[src/rtl/instr_fetch_unit.sv]
// Instruction fetch unit: owns the PC, fetches over a req/ack handshake, and presents Instr/PC to decode.
// Optional misaligned-target trap (misalign output, HALT state) enabled by FETCH_MISALIGN_TRAP_EN.
module instr_fetch_unit #(
  parameter int unsigned         XLEN     = 32,
  parameter logic [XLEN-1:0]     RESET_PC = '0
) (
  input  logic            clk,
  input  logic            rst,
  input  logic            PCSrc,
  input  logic [XLEN-1:0] PCTarget,
  input  logic            stall,
  output logic            imem_req,
  output logic [XLEN-1:0] imem_addr,
  input  logic [XLEN-1:0] imem_rdata,
  input  logic            imem_ack,
  output logic [XLEN-1:0] Instr,
  output logic [XLEN-1:0] PC,
  output logic [XLEN-1:0] PCPlus4,
  output logic            instr_valid
`ifdef FETCH_MISALIGN_TRAP_EN
  ,
  output logic            misalign
`endif
);

  localparam logic [XLEN-1:0] Nop = XLEN'(32'h0000_0013);

  typedef enum logic [1:0] {
    StIdle,
    StFetch,
    StExec
`ifdef FETCH_MISALIGN_TRAP_EN
    ,
    StHalt
`endif
  } state_e;

  state_e          state_q, state_d;
  logic [XLEN-1:0] pc_q, pc_d;
  logic [XLEN-1:0] instr_q, instr_d;
  logic [XLEN-1:0] pc_plus4;

  assign pc_plus4 = pc_q + XLEN'(4);

`ifdef FETCH_MISALIGN_TRAP_EN
  logic misalign_q, misalign_d;
`endif

  always_ff @(posedge clk or posedge rst) begin
    if (rst) begin
      state_q <= StIdle;
      pc_q    <= RESET_PC;
      instr_q <= Nop;
`ifdef FETCH_MISALIGN_TRAP_EN
      misalign_q <= 1'b0;
`endif
    end else begin
      state_q <= state_d;
      pc_q    <= pc_d;
      instr_q <= instr_d;
`ifdef FETCH_MISALIGN_TRAP_EN
      misalign_q <= misalign_d;
`endif
    end
  end

  always_comb begin
    state_d = state_q;
    pc_d    = pc_q;
    instr_d = instr_q;
`ifdef FETCH_MISALIGN_TRAP_EN
    misalign_d = misalign_q;
`endif
    case (state_q)
      StIdle: state_d = StFetch;
      StFetch: begin
        if (imem_ack) begin
          instr_d = imem_rdata;
          state_d = StExec;
        end
      end
      StExec: begin
        if (!stall) begin
`ifdef FETCH_MISALIGN_TRAP_EN
          if (PCSrc && (PCTarget[1:0] != 2'b00)) begin
            misalign_d = 1'b1;
            state_d    = StHalt;
          end else begin
            pc_d    = PCSrc ? PCTarget : pc_plus4;
            state_d = StFetch;
          end
`else
          pc_d    = PCSrc ? PCTarget : pc_plus4;
          state_d = StFetch;
`endif
        end
      end
`ifdef FETCH_MISALIGN_TRAP_EN
      // Only rst leaves HALT.
      StHalt: state_d = StHalt;
`endif
      default: state_d = StIdle;
    endcase
  end

  // Request is decoded from the async-reset state, so rst drops it immediately.
  always_comb begin
    imem_req    = (state_q == StFetch);
    imem_addr   = pc_q;
    instr_valid = (state_q == StExec);
    Instr       = instr_q;
    PC          = pc_q;
    PCPlus4     = pc_plus4;
`ifdef FETCH_MISALIGN_TRAP_EN
    misalign    = misalign_q;
`endif
  end

endmodule

[config.mk]
export PLATFORM = sky130hd
export DESIGN_NAME = instr_fetch_unit
export DESIGN_NICKNAME = d
export VERILOG_FILES = /design/src/rtl/instr_fetch_unit.sv
export SDC_FILE = /design/constraint.sdc
export NUM_CORES = 1
export LEC_CHECK = 0
export BUFFER_PORTS_ARGS = -buffer_cell sky130_fd_sc_hd__buf_2
export CORE_ASPECT_RATIO = 1.4
export CORE_MARGIN = 4
export CORE_UTILIZATION = 50
export DETAILED_ROUTE_END_ITERATION = 16
export GPL_ROUTABILITY_DRIVEN = 0
export GPL_TIMING_DRIVEN = 0
export PLACE_DENSITY = 0.93
export RECOVER_POWER = 25
export SLEW_MARGIN = 20
export SYNTH_ARGS = -nofsm -noshare
export SYNTH_HDL_FRONTEND = slang
export SYNTH_SLANG_ARGS = --single-unit
[constraint.sdc]
create_clock -name clk -period 5.2 [get_ports clk]
set_input_delay 0.52 -clock clk [delete_from_list [all_inputs] [get_ports clk]]
set_output_delay 0.52 -clock clk [all_outputs]
set_load 0.1 [all_outputs]
==> flow_summary.ini <==
[outcome]
status = complete, but fails checks
violations = max-capacitance violations, max-slew violations

[floorplanning]
die_y_um = 114
core_area_um2 = 7750
rows = 38
die_w_um = 83.4
start_util_pct = 51.4
io_pins = 199
die-area_um2 = 9470

[critical_path]
critPathCaptureType = output port
cp-startpoint = PC[2]
crit_end = PCPlus4[30]
r2r_cells = 6
cp.arrival_ns = 2.83
crit_required_ns = 4.68
rr_endpoint = PC[24]
reg2reg_from = PC[2]
critPathKind = flip-flop to output port
startpoint_type = flip-flop
r2r_setup_slack_ns = 2.99
worstPathMaxFanout = 10

[timing]
relSlewSlack_pct = -21.8
tightest_slew_ns = 1.83
rsz0062_at_grt = no
fin_crit_ns = 3.35
finalMaxSlewViolations = 33
max_freq_ghz = 0.299
hold_viol = 0
post-route-period-util_pct = 64.4
skew_ns = 0.00628
tns_ns = 0
setup_viol = 0

[logic_synthesis]
ys_ff_latch = 66
yosys.area.top_type = dfrtp_1
synth-async-reset-ratio_pct = 100
syn_avg_cell_area_um2 = 9.73
yosysWarnings = 0
synth_area_leaders = dfrtp_1 40%, mux2_2 9.6%, buf_4 6.8%, xnor2_1 3.7%, nand2_1 3.0%
synth_edf_count = 0
synth_top_area_share_pct = 39.6
syn_nets = 479
yosysSeqAreaShare_pct = 41.6
synth_area_um2 = 3980
synth_cells = 409
ys_types = 52
synthFlopType = dfrtp_1

[routing]
drt_wl_total_um = 12300
avgViaCountPerCell = 5.60
drtPass1Iterations = 5
drt-initial-drc-count = 282
vias = 4050
wl_per_cell_um = 17.0
drc = 0
drtAntennaViolNets = 0

[cts]
cts_buffers = 9
clkSinkCount = 66
holdBufCountCts = 0
htreeDepth = 3
clkSlewWorstSetupHoldPaths_ns = 0.07
worstSkewPairLatency_ns = 0.34
clockRootBuffer = clkbuf_8
cts_buffer_depth = 2
cts_resized = 0
post_cts_buffers = 0
cts_tree = yes

[layout]
layout.cells.most_common_list = 204 x buf_2, 63 x dfrtp_1, 36 x buf_4
fillCellCount = 584
drive_above_1_share_pct = 49.4
multiInputGateArea_um2 = 1890
regArea_um2 = 1660
final_nets = 688
num_antenna_cells = 0
area_growth_syn_to_layout_pct = 33.2
fin_util_pct = 68.4
final_common_cell = buf_2

[grt]
grt_max_degree = 36
use_met2_pct = 45.1
grt_usage_pct = 25.5
antenna_found_initial = 0
grt-ovfl-total = 0
use_met3_pct = 8.74
grt_pass1_wl_um = 19500
busiest_layer = met2
grt_pass1_vias = 4146
gr-usage-met1_pct = 26.8

[placed_design]
port_buffers = 197
dpl.hpwl_um = 9370

[job]
maxCapViolations = 1

[min_path]
worstHoldPathType = primary input to flip-flop
-- critical path, stage by stage, from the launching register on --
cell and delay [ns]:
dfrtp_1 0.52, ha_1 0.29, nand3_1 0.19, nor4_4 0.40
buf_4 0.26, nand3_1 0.16, xnor2_1 0.21, buf_2 0.45
-- cells in the mapped netlist, types with 3 or more instances --
| master | n |
|---|---|
| nor3_1 | 22 |
| dfrtp_1 | 63 |
| clkbuf_1 | 15 |
| o2bb2ai_1 | 5 |
| and4_1 | 3 |
| inv_1 | 11 |
| a311o_1 | 6 |
| o311ai_0 | 3 |
| buf_4 | 36 |
| o22a_1 | 3 |
| a22oi_1 | 4 |
| a21oi_1 | 11 |
| nor4_1 | 3 |
| nand4_1 | 6 |
| o21a_1 | 4 |
| buf_2 | 7 |
| xor2_1 | 9 |
| dfstp_2 | 3 |
| nor2_1 | 18 |
| and3_1 | 9 |
| buf_1 | 4 |
| mux2i_1 | 6 |
| nand2_1 | 32 |
| o21ai_0 | 16 |
| xnor2_1 | 17 |
| a31oi_1 | 10 |
| mux2_2 | 34 |
| nand3_1 | 19 |
-- worst min path at each step --
stage,startpoint,cells after the start,endpoint
finish,imem_ack,2,state_q[0]
global route,imem_ack,2,state_q[0]
CTS,rst,2,Instr[13]
detailed placement,Instr[8],1,Instr[8]
global placement,Instr[12],1,Instr[12]
floorplan,state_q[1],1,state_q[0]
-- state kept, by name (all words and copies together) (netlist names) --
register	flops
Instr	32
PC	32
state_q	2
-- metal layers --
metal  share of wire (%)  vias to the layer above
met5                   0                        -
met4                 3.4                        0
met2                  51                      269
met3                  11                       39
li1                    -                     1839
met1                  34                     1903
-- kinds of logic (layout without fill, tap and decap cells) --
| family | count (synthesis) | in the layout | synth area share [%] |
|---|---|---|---|
| compound gates | 71 | 71 | 12.1 |
| xor+xnor | 26 | 26 | 5.72 |
| fa+ha+maj | 1 | 1 | 0.314 |
| buf+inv | 75 | 289 | 10.9 |
| flops | 66 | 66 | 41.6 |
| mux | 40 | 40 | 11.1 |
| simple gates | 130 | 130 | 18.3 |
-- stage by stage --
step | worst slack [ns] | instance area (µm²) | hold WS, ns | instances
finish | 1.85 | 5300 | 0.389 | 723
detailed placement | 2.22 | 5110 | 0.488 | 707
global route | 1.68 | 5300 | 0.381 | 723
global placement | 2.25 | 5090 | 0.485 | 706
CTS | 1.84 | 5320 | 0.189 | 723
floorplan | 0.823 | 3980 | 0.497 | 409
-- cell type report --
| cell class | instances | share of cell area (%) |
|---|---|---|
| Tap cell | 100 | 2.36 |
| Inverter | 12 | 0.873 |
| Clock buffer | 10 | 2.60 |
| Timing Repair Buffer | 198 | 18.7 |
| Multi-Input combinational cell | 268 | 35.7 |
| Buffer | 63 | 7.32 |
| Clock inverter | 6 | 1.25 |
| Sequential cell | 66 | 31.2 |
Power is left out: the tool's default activity adds up to more than one toggle a clock period on the data nets, which glitch-free logic cannot reach.
